File: config.mk
export PLATFORM = sky130hd
export DESIGN_NAME = fetch_unit
export DESIGN_NICKNAME = d
export VERILOG_FILES = /design/src/rtl/fetch_unit_pkg.sv /design/src/rtl/fetch_unit_pc_counter.sv /design/src/rtl/fetch_unit.sv
export SDC_FILE = /design/constraint.sdc
export NUM_CORES = 1
export LEC_CHECK = 0
export ABC_CLOCK_PERIOD_IN_PS = 1400
export BUFFER_PORTS_ARGS = -buffer_cell sky130_fd_sc_hd__clkbuf_2
export CAP_MARGIN = 20
export CORE_AREA = 4 4 50 52
export CTS_BUF_LIST = sky130_fd_sc_hd__clkbuf_4 sky130_fd_sc_hd__clkbuf_8
export CTS_CLUSTER_DIAMETER = 30
export DETAILED_ROUTE_END_ITERATION = 8
export DIE_AREA = 0 0 54 56
export PLACE_DENSITY_LB_ADDON = 0.3
export SYNTH_ARGS = -nofsm -noshare
export SYNTH_HDL_FRONTEND = slang
export SYNTH_SLANG_ARGS = --single-unit
File: constraint.sdc
create_clock -name clk -period 1.4 [get_ports clk]
set_input_delay 0.21 -clock clk [delete_from_list [all_inputs] [get_ports clk]]
set_output_delay 0.21 -clock clk [all_outputs]
set_load 0.01 [all_outputs]
File: src/rtl/fetch_unit_pkg.sv
// fetch_unit_pkg: shared opcode type and widths for the VeriRISC fetch stage
package fetch_unit_pkg;
  localparam int OPC_W = 3;
  localparam int ICOUNT_W = 16;
  typedef enum logic [OPC_W-1:0] {HLT, SKZ, ADD, AND, XOR, LDA, STO, JMP} opcode_t;
endpackage

File: src/rtl/fetch_unit_pc_counter.sv
// pc_counter: loadable wrapping program counter, load takes priority over enable
module pc_counter #(
  parameter int W = 5
) (
  input  logic         clk,
  input  logic         rst_,
  input  logic         load,
  input  logic         enable,
  input  logic [W-1:0] data,
  output logic [W-1:0] count
);
  always_ff @(posedge clk or negedge rst_)
    if (!rst_) count <= '0;
    else if (load) count <= data;
    else if (enable) count <= count + 1'b1;
endmodule

File: src/rtl/fetch_unit.sv
// fetch_unit: PC/IR fetch stage with sticky halt; optional retired-instruction
// counter enabled by defining FETCH_ICOUNT_EN
module fetch_unit
  import fetch_unit_pkg::*;
#(
  parameter int ADDR_W = 5,
  parameter int DATA_W = 8
) (
  input  logic                clk,
  input  logic                rst_,
  input  logic [DATA_W-1:0]   data_in,
  input  logic                fetch,
  input  logic                load_ir,
  input  logic                inc_pc,
  input  logic                load_pc,
  input  logic                halt,
  output opcode_t             opcode,
  output logic [ADDR_W-1:0]   addr,
  output logic [ADDR_W-1:0]   pc,
  output logic [DATA_W-1:0]   ir,
  output logic                halted,
  output logic [ICOUNT_W-1:0] icount
);
  if (DATA_W != ADDR_W + OPC_W) begin : g_bad_width
    $error("fetch_unit: DATA_W must equal ADDR_W+3");
  end
  logic frozen, take_ir;
  // a halt strobe freezes state on the very edge it is seen
  assign frozen  = halted | halt;
  assign take_ir = load_ir & ~frozen;
  pc_counter #(.W(ADDR_W)) u_pc (
    .clk    (clk),
    .rst_   (rst_),
    .load   (load_pc & ~frozen),
    .enable (inc_pc & ~frozen),
    .data   (ir[ADDR_W-1:0]),
    .count  (pc)
  );
  always_ff @(posedge clk or negedge rst_)
    if (!rst_) begin
      ir     <= '0;
      halted <= 1'b0;
    end else begin
      if (take_ir) ir <= data_in;
      if (halt) halted <= 1'b1;
    end
  assign opcode = opcode_t'(ir[DATA_W-1 -: OPC_W]);
  assign addr   = fetch ? pc : ir[ADDR_W-1:0];
`ifdef FETCH_ICOUNT_EN
  always_ff @(posedge clk or negedge rst_)
    if (!rst_) icount <= '0;
    else if (take_ir && icount != '1) icount <= icount + 1'b1;
`else
  assign icount = '0;
`endif
endmodule

==> impl_metrics.env, run 1 <==
export IMPL_outcome="completed"
export IMPL_diodes=0
export IMPL_crit_required_ns=1.19
export IMPL_clkSinkCount=14
export IMPL_clk_pin_slew_ns=0.08
export IMPL_wire_per_inst_um=11.3
export IMPL_finalCritPeriodShare=0.955
export IMPL_finalWorstSetupSlack_ns=0.0627
export IMPL_dr_first_iter_drc_count=5
export IMPL_core_area_sq_um=2110
export IMPL_endpoint_kind="output port"
export IMPL_syn_inst=78
export IMPL_antenna_left=0
export IMPL_postSynth_asyncResetShare=1.00
export IMPL_fin_cells=143
export IMPL_drv_slew=0
export IMPL_synth_top_cell_area_share=0.408
export IMPL_yosysWarnings=0
export IMPL_finalSetupViolations=0
export IMPL_rows=17
export IMPL_yosysSeqAreaShare=0.408
export IMPL_wirelength_um=1610
export IMPL_vias=648
export IMPL_grt_ovfl_total=0
export IMPL_dpl_hpwl_um=1330
export IMPL_synth_area_sq_um=860
export IMPL_grt_use_total=0.114
export IMPL_via_per_inst=4.53
export IMPL_hold_path_startpoint="data_in[0]"
export IMPL_hold_viol=0
export IMPL_power_density_nw_per_um2=868
export IMPL_synth_largest_area_cell="dfrtp_1"
export IMPL_max_freq_ghz=0.748
export IMPL_numPortBuffers=36
export IMPL_drv_cap=0
export IMPL_place_ws_ns=0.0370
export IMPL_reg2reg_from="u_pc.count[0]"
export IMPL_clock_latency_ns=0.27
export IMPL_antenna_found_initial=0
export IMPL_cts_buffer_depth=2
export IMPL_place_congestion=0.724
export IMPL_synthTopCellsByArea="dfrtp_1 (41%), mux2_2 (17%), buf_4 (17%)"
export IMPL_clock_skew_ns=0.00184
export IMPL_grt_max_degree=15
export IMPL_hold_ws_ns=0.163
export IMPL_final_min_clock_period_ns=1.34
export IMPL_drive_gt1_frac=0.504
export IMPL_grt_pass1_vias=608
export IMPL_start_util=0.408
export IMPL_rsz0062_at_grt="false"
export IMPL_synthDistinctLibCells=22
export IMPL_crit_start="u_pc.count[2]"
export IMPL_criticalPathCategory="register to output port"
export IMPL_remaining_drc_errors=0
export IMPL_cts_buffers_inserted=3
export IMPL_die_h_um=56
export IMPL_ys_ff_latch=14
export IMPL_vdd_drop_max_mv=0.650
export IMPL_synth_edf_count=0
export IMPL_syn_area_per_cell_sq_um=11.0
export IMPL_num_io_pins=53
export IMPL_arrival_ns=1.13
export IMPL_die_x_um=54
export IMPL_worst_hold_path_type="primary input to register"
export IMPL_leakagePower_nw=0.533
export IMPL_dr_pass1_iters=2
export IMPL_path_max_fanout=6
export IMPL_synth_ff_type="dfrtp_1"
export IMPL_fp_dieArea_sq_um=3020
export IMPL_final_common_cell="clkbuf_2"
export IMPL_setup_tns_ns=0
export IMPL_layout_common_cells="clkbuf_2 (36), conb_1 (16), mux2_2 (12), dfrtp_1 (12), o21ai_0 (4)"
export IMPL_cp_start_kind="register"
export IMPL_h_tree_depth=1
export IMPL_place_inst=139
export IMPL_cts_root_buf="clkbuf_4"
export IMPL_final_nets=133
export IMPL_cts_tree="done"
export IMPL_area_growth_pct=20.1
export IMPL_grt_pass1_wl_um=2570
==> layer usage <==
layer | vias up | global-route usage | part of all wire
li1 | 314 | - | -
met1 | 301 | 0.138 | 0.42
met2 | 33 | 0.178 | 0.47
met3 | 0 | 0.0509 | 0.11
met4 | 0 | 0.0320 | 0
met5 | - | 0 | 0
==> path summary, 6_finish.rpt <==
check                      slack, ns            end  cells past startpoint
max reg2reg                     0.14  u_pc.count[4]                      4
max                             0.06        addr[2]                      2
max in group asynchronous       0.74  u_pc.count[2]                      2
min                             0.16          ir[0]                      2
min reg2reg                     0.53          ir[7]                      1
min in group asynchronous       0.38          ir[2]                      2
==> through the flow <==
| step | power (mW) | utilization | area [sq um] |
|---|---|---|---|
| after global placement | 0.680 | 0.471 | 992 |
| after detailed placement | 0.685 | 0.471 | 992 |
| after global routing | 0.960 | 0.490 | 1030 |
| after CTS | 0.915 | 0.487 | 1020 |
| after floorplan | 0.625 | - | 916 |
| final | 0.896 | 0.490 | 1030 |
==> cell usage after synthesis, types with 2 or more instances <==
| cell | n |
|---|---|
| buf_4 | 19 |
| dfrtp_1 | 14 |
| mux2_2 | 13 |
| o21ai_0 | 4 |
| a31oi_1 | 3 |
| nand2_1 | 3 |
| nor2_1 | 3 |
| nor3b_1 | 3 |
| a21oi_1 | 2 |
| or3_1 | 2 |
==> critical path: stages, from the launching register on <==
cell	delay, ns
dfrtp_2	0.46
mux2_4	0.27
clkbuf_2	0.13
==> sequential cells by signal (all words and copies together) (netlist names) <==
register	count
u_pc.count	5
ir	8
halted	1
==> logic make-up after synthesis <==
group,after synthesis,share of synthesized area
flops,14,0.408
other cells,1,0.00436
buf+inv,21,0.183
simple gates,15,0.125
compound gates,12,0.0844
mux,13,0.170
xor+xnor,1,0.0102
fa+ha+maj,1,0.0146
==> cell type report <==
class	instances	area, sq um
Inverter	1	3.75
Clock buffer	3	22.5
Timing Repair Buffer	39	205
Fill cell	210	1070
Sequential cell	14	353
Multi-Input combinational cell	58	413
Tap cell	28	35.0
==> where the power goes <==
group          switching (mW)  internal, mW
logic                   0.112        0.0985
registers              0.0316         0.436
clock network           0.118        0.0996
total                   0.262         0.634
==> timing repair <==
item                                    CTS  global route
endpoints found under the setup margin    0            11
endpoints found under the hold margin    14             0
setup buffers                             0             0
resized for setup                         0             4
hold buffers                              1             0
Note: power is estimated with default switching activity, not from simulation.
==> run 2: changes to the inputs <==
--- a/config.mk
+++ b/config.mk
@@ -5,7 +5,6 @@
 export SDC_FILE = /design/constraint.sdc
 export NUM_CORES = 1
 export LEC_CHECK = 0
-export ABC_CLOCK_PERIOD_IN_PS = 1400
 export BUFFER_PORTS_ARGS = -buffer_cell sky130_fd_sc_hd__clkbuf_2
 export CAP_MARGIN = 20
 export CORE_AREA = 4 4 50 52
@@ -14,6 +13,7 @@
 export DETAILED_ROUTE_END_ITERATION = 8
 export DIE_AREA = 0 0 54 56
 export PLACE_DENSITY_LB_ADDON = 0.3
+export SETUP_SLACK_MARGIN = 0.2
 export SYNTH_ARGS = -nofsm -noshare
 export SYNTH_HDL_FRONTEND = slang
 export SYNTH_SLANG_ARGS = --single-unit
==> run 2 against run 1 <==
  * Cell count grew 8.4%
  * Non-clock buffer count grew 11
  * Sequential share of layout area shrank 6.2 points
  * Global-route usage grew 2.8 points
  * Count of clock-buffer cells in the layout grew 1
  * Via count grew 13%
  * First-iteration DRC count grew to 2.8 times the previous value
  * Final area grew 22%
  * Sequential power shrank 0.9%
  * Register-to-register slack gained 0.03 ns
  * Core utilization grew 11 points
  * Fmax grew 0.51%
  * Highest routed layer is now met4
==> impl_metrics.env, run 2 (synthesis results as in run 1) <==
export IMPL_criticalPathCategory="register to output port"
export IMPL_cp_start_kind="register"
export IMPL_clkSinkCount=14
export IMPL_vias=730
export IMPL_largest_reg_flops=8
export IMPL_vdd_drop_max_mv=0.516
export IMPL_setup_tns_ns=0
export IMPL_grt_pass1_vias=697
export IMPL_start_util=0.408
export IMPL_hold_viol=0
export IMPL_cts_tree="done"
export IMPL_finalSetupViolations=0
export IMPL_clock_skew_ns=0.00226
export IMPL_numPortBuffers=36
export IMPL_clock_latency_ns=0.28
export IMPL_die_x_um=54
export IMPL_dpl_hpwl_um=1330
export IMPL_via_per_inst=4.71
export IMPL_grt_use_total=0.142
export IMPL_rows=17
export IMPL_outcome="completed"
export IMPL_fillers=180
export IMPL_layout_common_cells="clkbuf_2 (29), conb_1 (16), mux2_4 (13)"
export IMPL_final_util=0.600
export IMPL_final_common_cell="clkbuf_2"
export IMPL_power_mw=1.05
export IMPL_place_inst=138
export IMPL_remaining_drc_errors=0
export IMPL_grt_ovfl_total=0
export IMPL_num_io_pins=53
export IMPL_final_nets=144
export IMPL_dr_pass1_iters=4
export IMPL_fp_dieArea_sq_um=3020
export IMPL_h_tree_depth=1
export IMPL_leakagePower_nw=0.651
export IMPL_cts_buffers_inserted=3
export IMPL_die_h_um=56
export IMPL_dr_first_iter_drc_count=14
export IMPL_drv_slew=0
export IMPL_cts_root_buf="clkbuf_4"
export IMPL_grt_pass1_wl_um=3190
export IMPL_worst_hold_path_type="primary input to register"
export IMPL_grt_max_degree=15
export IMPL_finalCritPeriodShare=0.950
export IMPL_drive_gt1_frac=0.598
export IMPL_cts_buffer_depth=2
export IMPL_multiInputGateArea_sq_um=488
export IMPL_path_max_fanout=5
export IMPL_power_density_nw_per_um2=831
export IMPL_fin_cells=155
export IMPL_wirelength_um=2030
export IMPL_top_regs="ir (8), u_pc.count (5), halted (1)"
export IMPL_antenna_found_initial=0
export IMPL_clk_pin_slew_ns=0.09
export IMPL_endpoint_kind="output port"
export IMPL_drv_cap=0
export IMPL_final_min_clock_period_ns=1.33
export IMPL_crit_required_ns=1.19
export IMPL_wire_per_inst_um=13.1
export IMPL_core_area_sq_um=2110
export IMPL_register_area_sq_um=354
export IMPL_antenna_left=0
export IMPL_place_congestion=0.770
export IMPL_area_growth_pct=47.0
export IMPL_diodes=0
export IMPL_rsz0062_at_grt="true"
export IMPL_regMostFlops="ir"
export IMPL_max_freq_ghz=0.752
export IMPL_arrival_ns=1.12
## run 2: final cells by class
cell class	count	area share
multi-input cells	58	0.386
flip-flops and latches	14	0.280
repair buffers	50	0.274
clock buffers	4	0.0287
well taps	28	0.0277
inverters	1	0.00297
## run 2: path summary, 6_finish.rpt
kind	start	to	slack, ns	depth (start not counted)
max	u_pc.count[0]	addr[0]	0.07	2
min	data_in[1]	ir[1]	0.16	2
max reg2reg	halted	ir[6]	0.17	3
min reg2reg	ir[5]	ir[5]	0.54	1
max in group asynchronous	rst_	halted	0.75	2
min in group asynchronous	rst_	u_pc.count[4]	0.37	2
## run 2: routing by layer
layer  track usage  wire, um
met5             0         0
met4        0.0427        21
met3        0.0295       192
met2         0.235      1050
met1         0.179       771
## run 2: per-stage QoR
step	cell area (sq um)	setup WS, ns	hold WS [ns]
2_1_floorplan	920	0.141	-0.0856
3_3_place_gp	988	0.0409	0.131
3_5_place_dp	988	0.0117	0.137
4_1_cts	1170	0.0576	0.149
5_1_grt	1260	0.0334	0.150
6_report	1260	0.0694	0.158
## run 2: power breakdown
part	leakage, nW	internal, mW	switching (mW)
Sequential	0.171	0.437	0.0276
Clock	0.0210	0.158	0.137
Combinational	0.459	0.155	0.135
Total	0.651	0.750	0.300
## run 2: timing repair
action / in CTS / in global routing
hold endpoints to repair: 14 / 0
setup endpoints to repair: 16 / 22
hold buffers: 1 / 0
buffers inserted: 11 / 1
pin swaps: 4 / 3
resized for setup: 18 / 26
## run 2: critical path, stage by stage, from the launching register on
cell and delay [ns]:
dfrtp_2 0.45, mux2_4 0.26, clkbuf_2 0.12
==> run 3: changes to the inputs <==
--- a/config.mk
+++ b/config.mk
@@ -5,13 +5,13 @@
 export SDC_FILE = /design/constraint.sdc
 export NUM_CORES = 1
 export LEC_CHECK = 0
-export BUFFER_PORTS_ARGS = -buffer_cell sky130_fd_sc_hd__clkbuf_2
 export CAP_MARGIN = 20
-export CORE_AREA = 4 4 50 52
+export CORE_AREA = 4 4 45 47
 export CTS_BUF_LIST = sky130_fd_sc_hd__clkbuf_4 sky130_fd_sc_hd__clkbuf_8
 export CTS_CLUSTER_DIAMETER = 30
 export DETAILED_ROUTE_END_ITERATION = 8
-export DIE_AREA = 0 0 54 56
+export DIE_AREA = 0 0 49 51
+export DONT_BUFFER_PORTS = 1
 export PLACE_DENSITY_LB_ADDON = 0.3
 export SETUP_SLACK_MARGIN = 0.2
 export SYNTH_ARGS = -nofsm -noshare
==> run 3 against run 2 <==
  * Combinational power decreased by 45%
  * Final area decreased by 22%
  * Power decreased by 9.4%
  * Core utilization decreased by 0.62 points
  * Die area decreased by 17%
  * Cell count decreased by 34%
  * Critical path type unchanged
  * Clock power increased by 2%
==> impl_metrics.env, run 3 (synthesis results as in run 1) <==
export IMPL_vdd_drop_max_mv=0.555
export IMPL_outcome="completed"
export IMPL_clock_skew_ns=0.00448
export IMPL_place_congestion=0.741
export IMPL_cts_root_buf="clkbuf_4"
export IMPL_antenna_found_initial=0
export IMPL_regMostFlops="ir"
export IMPL_grt_max_degree=15
export IMPL_core_area_sq_um=1650
export IMPL_clock_latency_ns=0.28
export IMPL_wirelength_um=1790
export IMPL_finalWorstSetupSlack_ns=0.0865
export IMPL_r2r_cells=3
export IMPL_grt_pass1_wl_um=2650
export IMPL_arrival_ns=1.10
export IMPL_drive_gt1_frac=0.430
export IMPL_final_min_clock_period_ns=1.31
export IMPL_clk_pin_slew_ns=0.09
export IMPL_largest_reg_flops=8
export IMPL_rsz0062_at_grt="true"
export IMPL_antenna_left=0
export IMPL_dr_first_iter_drc_count=9
export IMPL_die_x_um=49
export IMPL_final_util=0.594
export IMPL_leakagePower_nw=0.446
export IMPL_relSlewSlack=0.571
export IMPL_die_h_um=51
export IMPL_start_util=0.520
export IMPL_area_growth_pct=14.1
export IMPL_numPortBuffers=0
export IMPL_criticalPathCategory="register to output port"
export IMPL_vias=571
export IMPL_hold_viol=0
export IMPL_grt_pass1_vias=561
export IMPL_cp_start_kind="register"
export IMPL_register_area_sq_um=357
export IMPL_remaining_drc_errors=0
export IMPL_num_io_pins=53
export IMPL_worst_path_max_delay_cell="dfrtp_1"
export IMPL_power_density_nw_per_um2=970
export IMPL_cpPeakStageDelay_ns=0.40
export IMPL_place_ws_ns=-0.0298
export IMPL_worst_hold_path_type="primary input to register"
export IMPL_wire_per_inst_um=17.3
export IMPL_max_freq_ghz=0.761
export IMPL_cts_buffer_depth=2
export IMPL_cts_tree="done"
export IMPL_place_inst=93
export IMPL_grt_ovfl_total=0
export IMPL_final_nets=103
export IMPL_endpoint_kind="output port"
export IMPL_dr_pass1_iters=4
export IMPL_crit_start="u_pc.count[0]"
export IMPL_h_tree_depth=1
export IMPL_finalSetupViolations=0
export IMPL_crit_chain="buf_6 > mux2_4"
export IMPL_via_per_inst=5.54
export IMPL_r2r_slack_ns=0.16
export IMPL_rows=15
export IMPL_fillers=150
export IMPL_clkSinkCount=14
export IMPL_reg2reg_from="halted"
export IMPL_cts_buffers_inserted=3
export IMPL_power_mw=0.951
export IMPL_stdcell_area_sq_um=981
export IMPL_multiInputGateArea_sq_um=482
export IMPL_drv_cap=0
export IMPL_final_common_cell="conb_1"
export IMPL_crit_required_ns=1.19
export IMPL_top_regs="ir (8), u_pc.count (5), halted (1)"
export IMPL_reg2reg_to="u_pc.count[2]"
export IMPL_drv_slew=0
export IMPL_layout_common_cells="conb_1 (16), mux2_4 (13), dfrtp_1 (9)"
export IMPL_finalCritPeriodShare=0.938
export IMPL_dpl_hpwl_um=1340
export IMPL_endpoint="addr[0]"
export IMPL_diodes=0
export IMPL_path_max_fanout=4
export IMPL_dpl_cell_area_sq_um=810
export IMPL_fp_dieArea_sq_um=2500
export IMPL_fin_cells=103
export IMPL_grt_use_total=0.141
export IMPL_worstMarginPinSlew_ns=0.642
-- run 3: cell count changes in the layout (fill, tap and decap cells not counted), moves of 2 or more --
| cell | previous run | this run |
|---|---|---|
| buf_6 | 11 | 3 |
| buf_4 | 9 | 5 |
| clkbuf_2 | 29 | 0 |
| dfrtp_1 | 11 | 9 |
| dfrtp_2 | 3 | 5 |
-- run 3: how the worst min path moves through the flow --
stage          startpoint            end  slack (ns)  depth (start not counted)
6_report          load_pc  u_pc.count[1]        0.03                          1
2_1_floorplan        rst_         halted       -0.09                          0
3_5_place_dp         rst_          ir[1]       -0.09                          0
5_1_grt           load_pc  u_pc.count[1]        0.03                          1
3_3_place_gp         rst_          ir[1]       -0.09                          0
4_1_cts           load_pc  u_pc.count[1]       0.009                          1
-- run 3: final cells by class --
type                            instances  share of cell area
Clock buffer                            4              0.0370
Inverter                                1             0.00383
Multi-Input combinational cell         58               0.491
Sequential cell                        14               0.364
Tap cell                               17              0.0217
Timing Repair Buffer                    9              0.0829
-- run 3: stage by stage --
step	TNS [ns]	hold slack, ns
3_5_place_dp	-0.163	-0.0851
6_report	0	0.0269
4_1_cts	0	0.00888
5_1_grt	0	0.0295
3_3_place_gp	0	-0.0851
2_1_floorplan	0	-0.0856
-- run 3: where the power goes --
part           total, mW  switching, mW  internal, mW
Clock              0.301          0.143         0.158
Sequential         0.491         0.0532         0.437
Combinational      0.159         0.0742        0.0851
Total              0.951          0.270         0.681
-- run 3: layer usage --
| layer | wire (um) | GRT usage | part of all wire |
|---|---|---|---|
| met1 | 649 | 0.145 | 0.36 |
| met2 | 913 | 0.237 | 0.51 |
| met3 | 217 | 0.0612 | 0.12 |
| met4 | 5 | 0.0807 | 0.0028 |
| met5 | 0 | 0 | 0 |
-- run 3: worst max-delay path, delay by kind of cell, from the launching register on --
kind                   cells  cell delay [ns]
flip-flops                 1             0.40
multiplexers               1             0.28
buffers and inverters      1             0.14
-- run 3: timing repair --
| action | 4_1_cts | 5_1_grt |
|---|---|---|
| resized for setup | 23 | 4 |
| endpoints found under the hold margin | 14 | 0 |
| pin swaps | 4 | 5 |
| gates cloned | 0 | 0 |
| hold buffers | 1 | 0 |
| setup endpoints to repair | 16 | 18 |
| setup buffers | 4 | 1 |
